[src/rtl/vga_sync_generator_if.sv]
`default_nettype none
// +----------------------------------------------------------------------------+
// | vga_sync_generator_if : scan position, sync and strobe bundle of the VGA   |
// | timing generator. Revision 1.0                                             |
// +----------------------------------------------------------------------------+
interface vga_sync_generator_if;
    logic [15:0] horizontal_actual_position;
    logic [15:0] vertical_actual_position;
    logic        hsync;
    logic        vsync;
    logic        video_on;
    logic        pixel_tick;
    logic        frame_start;

    modport master (
        output horizontal_actual_position,
        output vertical_actual_position,
        output hsync,
        output vsync,
        output video_on,
        output pixel_tick,
        output frame_start
    );

    modport slave (
        input horizontal_actual_position,
        input vertical_actual_position,
        input hsync,
        input vsync,
        input video_on,
        input pixel_tick,
        input frame_start
    );
endinterface
`default_nettype wire

[src/rtl/vga_sync_generator.sv]
`default_nettype none
// +----------------------------------------------------------------------------+
// | vga_sync_generator : free-running 640x480@60 scan position / sync source.  |
// | Revision 1.0                                                               |
// +----------------------------------------------------------------------------+
module vga_sync_generator #(
    parameter int CLK_DIV  = 4,
    parameter int H_SYNC   = 96,
    parameter int H_BP     = 48,
    parameter int H_ACTIVE = 640,
    parameter int H_FP     = 16,
    parameter int V_SYNC   = 2,
    parameter int V_BP     = 33,
    parameter int V_ACTIVE = 480,
    parameter int V_FP     = 10
) (
    input  wire logic            clk,
    input  wire logic            rst_n,
    vga_sync_generator_if.master sync_o
);

    localparam int c_h_total = H_SYNC + H_BP + H_ACTIVE + H_FP;
    localparam int c_v_total = V_SYNC + V_BP + V_ACTIVE + V_FP;
    localparam int DIV_W     = (CLK_DIV > 1) ? $clog2(CLK_DIV) : 1;

    localparam logic [DIV_W-1:0] c_div_last = DIV_W'(CLK_DIV - 1);
    localparam logic [15:0] c_h_last     = 16'(c_h_total - 1);
    localparam logic [15:0] c_v_last     = 16'(c_v_total - 1);
    localparam logic [15:0] c_h_sync     = 16'(H_SYNC);
    localparam logic [15:0] c_v_sync     = 16'(V_SYNC);
    localparam logic [15:0] c_h_vis_lo   = 16'(H_SYNC + H_BP);
    localparam logic [15:0] c_h_vis_hi   = 16'(H_SYNC + H_BP + H_ACTIVE);
    localparam logic [15:0] c_v_vis_lo   = 16'(V_SYNC + V_BP);
    localparam logic [15:0] c_v_vis_hi   = 16'(V_SYNC + V_BP + V_ACTIVE);

    logic [DIV_W-1:0] div_q, div_d;
    logic [15:0]      h_q, h_d;
    logic [15:0]      v_q, v_d;
    logic             hsync_q, vsync_q, video_on_q, pixel_tick_q, frame_start_q;
    logic             w_tick, w_h_wrap, w_v_wrap;

    // With CLK_DIV == 1 the divider is a single bit stuck at zero, so the tick is always true.
    assign w_tick = (div_q == c_div_last);

    always_comb begin
        div_d    = w_tick ? '0 : div_q + DIV_W'(1);
        w_h_wrap = w_tick && (h_q == c_h_last);
        w_v_wrap = w_h_wrap && (v_q == c_v_last);
        h_d      = h_q;
        v_d      = v_q;
        if (w_tick) begin
            h_d = w_h_wrap ? 16'd0 : h_q + 16'd1;
        end
        if (w_h_wrap) begin
            v_d = w_v_wrap ? 16'd0 : v_q + 16'd1;
        end
    end

    // Decodes use next-state counters so they land on the same edge as the position.
    always_ff @(posedge clk or negedge rst_n) begin
        if (!rst_n) begin
            div_q         <= '0;
            h_q           <= 16'd0;
            v_q           <= 16'd0;
            hsync_q       <= 1'b0;
            vsync_q       <= 1'b0;
            video_on_q    <= 1'b0;
            pixel_tick_q  <= 1'b0;
            frame_start_q <= 1'b0;
        end else begin
            div_q         <= div_d;
            h_q           <= h_d;
            v_q           <= v_d;
            hsync_q       <= (h_d >= c_h_sync);
            vsync_q       <= (v_d >= c_v_sync);
            video_on_q    <= (h_d >= c_h_vis_lo) && (h_d < c_h_vis_hi) &&
                             (v_d >= c_v_vis_lo) && (v_d < c_v_vis_hi);
            pixel_tick_q  <= (div_d == c_div_last);
            frame_start_q <= w_v_wrap;
        end
    end

    assign sync_o.horizontal_actual_position = h_q;
    assign sync_o.vertical_actual_position   = v_q;
    assign sync_o.hsync                      = hsync_q;
    assign sync_o.vsync                      = vsync_q;
    assign sync_o.video_on                   = video_on_q;
    assign sync_o.pixel_tick                 = pixel_tick_q;
    assign sync_o.frame_start                = frame_start_q;

endmodule
`default_nettype wire

[src/flat_wrapper.sv]
// flat-port wrapper written by rule: the top's interface ports become plain ports
module vga_sync_generator_flat 
#(
    parameter int CLK_DIV  = 4,
    parameter int H_SYNC   = 96,
    parameter int H_BP     = 48,
    parameter int H_ACTIVE = 640,
    parameter int H_FP     = 16,
    parameter int V_SYNC   = 2,
    parameter int V_BP     = 33,
    parameter int V_ACTIVE = 480,
    parameter int V_FP     = 10
)
  (clk, rst_n, sync_o_horizontal_actual_position, sync_o_vertical_actual_position, sync_o_hsync, sync_o_vsync, sync_o_video_on, sync_o_pixel_tick, sync_o_frame_start);
  vga_sync_generator_if sync_o_i ();
  input  wire logic clk;
  input  wire logic rst_n;
  output wire logic [$bits(sync_o_i.horizontal_actual_position)-1:0] sync_o_horizontal_actual_position;
  output wire logic [$bits(sync_o_i.vertical_actual_position)-1:0] sync_o_vertical_actual_position;
  output wire logic [$bits(sync_o_i.hsync)-1:0] sync_o_hsync;
  output wire logic [$bits(sync_o_i.vsync)-1:0] sync_o_vsync;
  output wire logic [$bits(sync_o_i.video_on)-1:0] sync_o_video_on;
  output wire logic [$bits(sync_o_i.pixel_tick)-1:0] sync_o_pixel_tick;
  output wire logic [$bits(sync_o_i.frame_start)-1:0] sync_o_frame_start;
  assign sync_o_horizontal_actual_position = sync_o_i.horizontal_actual_position;
  assign sync_o_vertical_actual_position = sync_o_i.vertical_actual_position;
  assign sync_o_hsync = sync_o_i.hsync;
  assign sync_o_vsync = sync_o_i.vsync;
  assign sync_o_video_on = sync_o_i.video_on;
  assign sync_o_pixel_tick = sync_o_i.pixel_tick;
  assign sync_o_frame_start = sync_o_i.frame_start;
  vga_sync_generator #(.CLK_DIV(CLK_DIV), .H_SYNC(H_SYNC), .H_BP(H_BP), .H_ACTIVE(H_ACTIVE), .H_FP(H_FP), .V_SYNC(V_SYNC), .V_BP(V_BP), .V_ACTIVE(V_ACTIVE), .V_FP(V_FP)) u_core (.clk(clk), .rst_n(rst_n), .sync_o(sync_o_i));
endmodule
[config.mk]
export PLATFORM = sky130hd
export DESIGN_NAME = vga_sync_generator_flat
export DESIGN_NICKNAME = d
export VERILOG_FILES = /design/src/rtl/vga_sync_generator_if.sv /design/src/rtl/vga_sync_generator.sv /design/src/flat_wrapper.sv
export SDC_FILE = /design/constraint.sdc
export NUM_CORES = 1
export LEC_CHECK = 0
export ABC_CLOCK_PERIOD_IN_PS = 3600
export CAP_MARGIN = 20
export CORE_MARGIN = 2
export CORE_UTILIZATION = 65
export CTS_CLUSTER_DIAMETER = 40
export DETAILED_ROUTE_END_ITERATION = 10
export DONT_BUFFER_PORTS = 1
export GPL_ROUTABILITY_DRIVEN = 0
export HOLD_SLACK_MARGIN = 0.12
export PLACE_DENSITY = 0.81
export SYNTH_ARGS = -nofsm -noshare
export SYNTH_HDL_FRONTEND = slang
export SYNTH_SLANG_ARGS = --single-unit
[constraint.sdc]
create_clock -name clk -period 3.6 [get_ports clk]
set_input_delay 0.72 -clock clk [delete_from_list [all_inputs] [get_ports clk]]
set_output_delay 0.72 -clock clk [all_outputs]
set_load 0.02 [all_outputs]
==> impl_metrics.ini, run 1 <==
[yosys]
avgSynthCellArea_sq_um = 10.1
synth_top_area_share_pct = 44.1
async_flop_share_pct = 100
synthTopCellsByCount = 39 x dfrtp_1, 18 x nor2_1, 16 x nand2_1
synthTopCellsByArea = dfrtp_1 44%, xor2_1 5.5%, xnor2_1 4.4%
yosysSeqAreaShare_pct = 44.1
synthesis.area_sq_mm = 0.00221
synth_area_leader_cell = dfrtp_1
synth_enable_flop_cells = 0
synth.most_common_cell = dfrtp_1
synth_flop_cell = dfrtp_1
synth_seq_cells = 39
synth_warnings = 0
syn-num-nets = 227
ys_types = 53
syn_inst = 220

[global_route]
use_met3_pct = 9.06
grt_pass1_wl_mm = 7.80
grt-ovfl-total = 0
top_usage_layer = met2
antenna_found_initial = 0
grt_usage_pct = 25.8
use_met1_pct = 34.3
grt_use_met2_pct = 40.4
grt_pass1_vias = 1559
grt_max_degree = 40

[detailed_routing]
routed_via_density = 6.42
route.vias.total = 1714
routed_wl_mm = 4.86
drt_iter0_drc = 149
ant_nets = 0
wl_per_cell_um = 18.2
drc = 0
dr.pass1.iters = 5

[clock_tree]
cts_max_path_buffers = 2
cts_tree = done
clk_pin_slew_ps = 120
root_buffer = clkbuf_4
cts_setup_buffers = 0
ctsHtreeMaxLevel = 2
cts.sinks = 39
numCtsBuffers = 5
clk_latency_ps = 370
ctsResizeCount = 0
hold_buffers = 1

[layout]
stdcell_area_sq_mm = 0.00232
layout-drive-gt1-share_pct = 12.2
layout.nets = 227
area.growth.synth_to_final_pct = 4.80
antenna_cells = 0

[floorplanning]
initial_utilization_pct = 66.9
ioPinCount = 39
die-area_sq_mm = 0.00389
core_sq_mm = 0.00331
die_h_um = 62.4
die_x_um = 62.4
row_count = 21

[power]
power_density_mw_per_mm2 = 328
power_mw = 0.762
p_leak_nw = 1.09
ir_drop_uv = 209

[worst_setup_path]
cp_max_fo = 13
start_kind = flop
crit_required_ps = 3900
critPathKind = flop to flop
cp.arrival_ps = 3150
critical_path.startpoint = u_core.sync_o.horizontal_actual_position[0]
end_kind = flop
r2r-start = u_core.sync_o.horizontal_actual_position[0]
ff2ff_path_depth = 8

[placed_design]
place_area_sq_mm = 0.00221
portBuffers = 0
dpl.hpwl_mm = 3.45
place_worst_setup_slack_ps = 841

[timing]
skew_ps = 10.1
grt_setup_unrepaired = no
drv_slew = 0
max_slew_margin_pct = 56.7
fin_ws_ps = 750
finalSetupViolCount = 0
fmax_mhz = 351
setup_tns_ps = 0
min_period_ps = 2850
tightest_slew_ps = 644
final_hold_viol_count = 0
fin_crit_sh_pct = 79.2

[outcome]
status = completed

[worst_hold_path]
worstHoldPathType = input port to asynchronous set/reset pin

[job]
cap_violations = 0
layout by cell type, fill, tap and decap left out, drive strengths merged, types with 3 or more instances in the layout:
cell type,count
dfrtp,39
nor2,18
nand2,18
nand3,15
inv,14
xor2,14
xnor2,11
and3,9
nand4,8
nor3,7
o21ai,7
nor4,7
clkbuf,6
ha,5
a21oi,4
mux2,4
o31ai,4
and4,3
or3,3
nor4b,3
final cells by class:
cell class / instances / area (sq um)
Clock inverter: 2 / 35.0
Tap cell: 46 / 57.6
Inverter: 14 / 52.6
Clock buffer: 6 / 51.3
Sequential cell: 39 / 976
Fill cell: 265 / 991
Multi-Input combinational cell: 159 / 1130
Timing Repair Buffer: 1 / 20.0
report_power, final:
part / switching (mW) / internal [mW]
registers: 0 / 0.438
clock network: 0.150 / 0.164
logic: 0.00785 / 0.00232
total: 0.158 / 0.604
final timing paths:
check                      slack, ps                                     endpoint
max                              750                       u_core.sync_o.video_on
min                              180  u_core.sync_o.horizontal_actual_position[8]
min reg2reg                      470                              u_core.div_q[0]
max reg2reg                      750                       u_core.sync_o.video_on
min in group clk                 470                              u_core.div_q[0]
max in group asynchronous       3230   u_core.sync_o.vertical_actual_position[14]
metal layers:
layer	part of all wire (%)	routed length (um)
met5	0	0
met4	1.5	72
met3	6.1	298
met2	48	2350
met1	44	2130
stage by stage:
step           util, %  cells  hold WS (ps)
6_report          70.1    267           177
3_5_place_dp      66.9    258           425
4_1_cts           70.1    267           184
3_3_place_gp      66.9    258           425
5_1_grt           70.1    267           176
2_1_floorplan        -    220           424
state kept, by name, summed over array words and instances, names as in the netlist:
register                                  count
u_core.sync_o.video_on                        1
u_core.sync_o.pixel_tick                      1
u_core.sync_o.horizontal_actual_position     16
u_core.sync_o.vertical_actual_position       16
u_core.sync_o.vsync                           1
u_core.div_q                                  2
u_core.sync_o.hsync                           1
u_core.sync_o.frame_start                     1
cells by family after synthesis:
group,Yosys count,synth area share (%)
buf+inv,22,4.97
mux,5,2.66
flops,39,44.1
xor+xnor,25,9.89
fa+ha+maj,5,2.83
simple gates,99,27.5
compound gates,25,8.08
worst max-delay path, cell delays in order, from the launching register on:
cell and delay [ps]:
dfrtp_1 560, ha_1 230, and3_1 270, and3_1 320
nand2_4 160, nor3_1 260, mux2_2 380, nor4_2 370
o2111a_1 230
(Power assumes the default switching activity.)
==> run 2: changes to the inputs <==
--- a/config.mk
+++ b/config.mk
@@ -5,16 +5,16 @@
 export SDC_FILE = /design/constraint.sdc
 export NUM_CORES = 1
 export LEC_CHECK = 0
-export ABC_CLOCK_PERIOD_IN_PS = 3600
+export ABC_CLOCK_PERIOD_IN_PS = 2600
 export CAP_MARGIN = 20
 export CORE_MARGIN = 2
-export CORE_UTILIZATION = 65
+export CORE_UTILIZATION = 57
 export CTS_CLUSTER_DIAMETER = 40
 export DETAILED_ROUTE_END_ITERATION = 10
 export DONT_BUFFER_PORTS = 1
 export GPL_ROUTABILITY_DRIVEN = 0
 export HOLD_SLACK_MARGIN = 0.12
-export PLACE_DENSITY = 0.81
+export PLACE_DENSITY = 0.75
 export SYNTH_ARGS = -nofsm -noshare
 export SYNTH_HDL_FRONTEND = slang
 export SYNTH_SLANG_ARGS = --single-unit
==> constraint.sdc (replaced) <==
create_clock -name clk -period 2.6 [get_ports clk]
set_input_delay 0.52 -clock clk [delete_from_list [all_inputs] [get_ports clk]]
set_output_delay 0.52 -clock clk [all_outputs]
set_load 0.02 [all_outputs]
==> run 2 against run 1 <==
- fmax grew 17%
- power up 31%
- worst hold slack better by 290 ps
- count of clock-buffer cells in the layout did not move
- combinational power increased by 57%
- first-iteration DRC count is 23% lower
- final cell count is 13% higher
- routed wire length is 7.5% higher
- design area grew 11%
- critical path type unchanged
- critical endpoint unchanged
==> impl_metrics.ini, run 2 (same netlist as run 1, synthesis figures left out) <==
[layout]
utilization_pct = 70.0
layout-drive-gt1-share_pct = 24.0
antenna_cells = 0
fillers = 274
final_common_cell = dfrtp_1
stdcell_area_sq_mm = 0.00258
layout.nets = 262
final_cell_mix = 39 x dfrtp_1, 34 x buf_4, 18 x nor2_1
area.growth.synth_to_final_pct = 16.7

[detailed_routing]
routed_via_density = 6.01
drt_iter0_drc = 115
route.vias.total = 1814
dr.pass1.iters = 4
drc = 0
wl_per_cell_um = 17.3
routed_wl_mm = 5.22
ant_nets = 0

[global_route]
grt_pass1_wl_mm = 8.51
grt_pass1_vias = 1788
grt_usage_pct = 26.3
grt-ovfl-total = 0
antenna_found_initial = 0
grt_max_degree = 40

[clock_tree]
numCtsBuffers = 5
cts_max_path_buffers = 2
cts_tree = done
clk_latency_ps = 290
cts.sinks = 39
ctsHtreeMaxLevel = 2
clk_pin_slew_ps = 70
root_buffer = clkbuf_8

[timing]
tightest_slew_ps = 452
fin_crit_sh_pct = 93.8
final_hold_viol_count = 0
fmax_mhz = 410
grt_setup_unrepaired = no
skew_ps = 7.80
fin_hold_ws_ps = 465
max_slew_margin_pct = 69.8
finalSetupViolCount = 0
setup_tns_ps = 0
drv_slew = 0
min_period_ps = 2440

[floorplanning]
row_count = 22
die_h_um = 66.3
initial_utilization_pct = 60.0
ioPinCount = 39
die_x_um = 66.3
die-area_sq_mm = 0.00440
core_sq_mm = 0.00369

[placed_design]
portBuffers = 0
place_area_sq_mm = 0.00247
dpl.hpwl_mm = 3.85

[worst_setup_path]
reg2reg_setup_slack_ps = 160
crit_family = simple AND/OR/NAND/NOR gates
end_kind = flop
cp.arrival_ps = 2670
crit_chain = ha_2 > and3_1 > and3_2 > nand2_4 > nor3_1 > mux2_2 > nor4_2 > o2111a_1
reg2reg_to = u_core.sync_o.video_on
start_kind = flop
crit_slowest_cell = mux2_2
critPathKind = flop to flop
ff2ff_path_depth = 8
cp_max_fo = 13
crit_buf_inv = 0
r2r-start = u_core.div_q[0]
cpPeakStageDelay_ps = 380
crit_required_ps = 2830

[worst_hold_path]
hold_start = u_core.div_q[0]
worstHoldPathType = flop to flop
hold-path-cell-count = 1
whs_endpoint = u_core.div_q[0]

[power]
ir_drop_uv = 349
power_mw = 1.00
power_density_mw_per_mm2 = 387
p_leak_nw = 1.27

[outcome]
status = completed

[job]
cap_violations = 0
## run 2: cell count changes in the layout (fill, tap and decap cells not counted), sizes merged
cell,change
buf,+34
bufinv,-1
clkinv,-1
dlygate4sd3,+1
## run 2: how the worst max path moves through the flow
stage	startpoint	endpoint	slack, ps	cells past startpoint
after floorplan	u_core.sync_o.horizontal_actual_position[0]	u_core.sync_o.video_on	270	8
after global placement	u_core.div_q[0]	u_core.sync_o.video_on	180	8
after detailed placement	u_core.div_q[0]	u_core.sync_o.video_on	120	8
after CTS	u_core.div_q[0]	u_core.sync_o.video_on	80	8
after global routing	u_core.sync_o.vertical_actual_position[0]	u_core.sync_o.video_on	30	10
final	u_core.div_q[0]	u_core.sync_o.video_on	160	8
## run 2: metal layers
metal / GRT usage [%] / part of all wire [%] / vias up
li1: - / - / 849
met1: 34.4 / 42 / 885
met2: 41.9 / 50 / 69
met3: 7.67 / 7.0 / 11
met4: 8.93 / 1.3 / 0
met5: 0 / 0 / -
## run 2: metrics by stage
stage	worst slack [ps]	instances
6_report	160	302
4_1_cts	81.0	302
3_5_place_dp	123	294
2_1_floorplan	269	220
3_3_place_gp	181	294
5_1_grt	25.1	302
## run 2: where the power goes
group	internal, mW	total [mW]	switching (mW)
combinational	0.00412	0.0160	0.0119
sequential	0.606	0.606	0
clock	0.179	0.377	0.199
total	0.789	1.00	0.211
## run 2: area by class of cell
class	instances	area, sq um	share of cell area [%]
timing repair buffer	36	285	11.0
inverter	14	52.6	2.03
clock buffer	6	72.6	2.81
multi-input combinational	159	1140	44.0
sequential	39	976	37.8
tap	48	60.1	2.32
## run 2: timing repair
item | in CTS | in global routing
setup endpoints to repair | 0 | 2
setup buffers | 0 | 0
hold endpoints to repair | 39 | 0
hold buffers | 2 | 0
resized for setup | 0 | 3
==> run 3: changes to the inputs <==
--- a/config.mk
+++ b/config.mk
@@ -14,7 +14,7 @@
 export DONT_BUFFER_PORTS = 1
 export GPL_ROUTABILITY_DRIVEN = 0
 export HOLD_SLACK_MARGIN = 0.12
-export PLACE_DENSITY = 0.75
+export PLACE_DENSITY_LB_ADDON = 0.25
 export SYNTH_ARGS = -nofsm -noshare
 export SYNTH_HDL_FRONTEND = slang
 export SYNTH_SLANG_ARGS = --single-unit
==> run 3 against run 2 <==
- clock power is essentially flat
- utilization up 0.44 points
- global-route usage is 0.51 points higher
- non-clock buffer count grew 1
- die area unchanged
- critical path type unchanged
- largest cell class unchanged
==> impl_metrics.ini, run 3 (same netlist as run 1, synthesis figures left out) <==
[outcome]
status = completed

[worst_hold_path]
hold-path-cell-count = 1
whs_endpoint = u_core.div_q[0]
hold_start = u_core.div_q[0]
worstHoldPathType = flop to flop

[detailed_routing]
wl_per_cell_um = 17.9
drt_iter0_drc = 106
routed_wl_mm = 5.44
drc = 0
routed_via_density = 5.94
dr.pass1.iters = 4
route.vias.total = 1799
ant_nets = 0

[floorplanning]
initial_utilization_pct = 60.0
die-area_sq_mm = 0.00440
die_h_um = 66.3
row_count = 22
die_x_um = 66.3
ioPinCount = 39
core_sq_mm = 0.00369

[timing]
finalSetupViolCount = 0
fin_ws_ps = 143
fin_crit_sh_pct = 94.5
fin_hold_ws_ps = 467
fmax_mhz = 407
drv_slew = 0
tightest_slew_ps = 457
setup_tns_ps = 0
final_hold_viol_count = 0
max_slew_margin_pct = 69.4
skew_ps = 6.23
min_period_ps = 2460

[global_route]
antenna_found_initial = 0
grt_pass1_wl_mm = 8.76
grt_usage_pct = 26.9
grt_pass1_vias = 1816
grt-ovfl-total = 0
grt_max_degree = 40

[power]
p_leak_nw = 1.28
p_switching_mw = 0.213
seq_power_share_pct = 60.5
p_clk_share_pct = 37.9
p_comb_share_pct = 1.6
power_density_mw_per_mm2 = 385
swShare_pct = 21.2
power_mw = 1.00
internal-power_mw = 0.789
ir_drop_uv = 331

[worst_setup_path]
cp.arrival_ps = 2630
start_kind = flop
ff2ff_path_depth = 8
reg2reg_setup_slack_ps = 140
end_kind = flop
crit_required_ps = 2780
r2r-start = u_core.sync_o.vertical_actual_position[5]
critPathKind = flop to flop
reg2reg_to = u_core.sync_o.vsync
cp_max_fo = 6

[clock_tree]
clk_pin_slew_ps = 70
ctsHtreeMaxLevel = 2
cts.sinks = 39
cts_tree = done
clk_latency_ps = 300
cts_setup_buffers = 0
numCtsBuffers = 5
root_buffer = clkbuf_8
cts_max_path_buffers = 2

[placed_design]
place_worst_setup_slack_ps = 48.9
dpl.hpwl_mm = 3.95
portBuffers = 0

[layout]
final_cell_mix = 39 x dfrtp_1, 35 x buf_4, 18 x nor2_1
layout-drive-gt1-share_pct = 24.7
fillers = 284
area.growth.synth_to_final_pct = 17.5
register_area_sq_um = 976
layout.nets = 263
multi_input_area_sq_mm = 0.00115
final_common_cell = dfrtp_1
antenna_cells = 0

[job]
cap_violations = 0
run 3: cell count changes in the layout (fill, tap and decap cells not counted), sizes merged:
cell	before	now
buf	35	36
run 3: cell type report:
class	instances	share of cell area (%)
clock buffer	6	2.79
timing repair buffer	37	11.3
inverter	14	2.02
tap	48	2.31
multi-input combinational	159	44.1
sequential	39	37.5
run 3: through the flow:
stage	area (sq um)	std cells	util (%)
CTS	2580	303	70.0
detailed placement	2480	295	67.2
global placement	2480	295	67.2
global route	2600	303	70.5
floorplan	2210	220	-
finish	2600	303	70.5
run 3: routing by layer:
layer | wire (um) | GRT usage, % | up-vias
met5 | 0 | 0 | -
met2 | 2750 | 44.9 | 75
met3 | 404 | 8.01 | 7
met4 | 65 | 7.91 | 0
li1 | - | - | 850
met1 | 2210 | 33.5 | 867
run 3: how the worst max path moves through the flow:
stage / from / end / slack [ps] / depth (start not counted)
floorplan: u_core.sync_o.horizontal_actual_position[0] / u_core.sync_o.video_on / 270 / 8
global placement: u_core.div_q[0] / u_core.sync_o.video_on / 180 / 8
detailed placement: u_core.div_q[0] / u_core.sync_o.video_on / 50 / 8
CTS: u_core.div_q[0] / u_core.sync_o.video_on / 30 / 8
global route: u_core.sync_o.vertical_actual_position[0] / u_core.sync_o.vsync / -1 / 10
finish: u_core.sync_o.vertical_actual_position[5] / u_core.sync_o.vsync / 140 / 8
run 3: power groups by stage:
stage | clock network (mW) | registers, mW | logic, mW
after detailed placement | 0 | 0.618 | 0.000000692
after global routing | 0.404 | 0.606 | 0.0189
after global placement | 0 | 0.618 | 0.000000692
after floorplan | 0 | 0.618 | 0.000000537
final | 0.379 | 0.606 | 0.0161
after CTS | 0.387 | 0.606 | 0.0171
run 3: timing repair:
action / CTS / global route
endpoints found under the hold margin: 39 / 0
hold buffers: 2 / 0
gates resized for setup: 0 / 5
setup endpoints to repair: 0 / 2
run 3: worst max-delay path: stages (launching register included):
cell and delay [ps]:
dfrtp_1 510, nor4_1 390, and4_2 350, buf_4 160, a31oi_1 50, o21ai_1 310, nand3b_4 110, nor4b_1 350
nand2_1 90
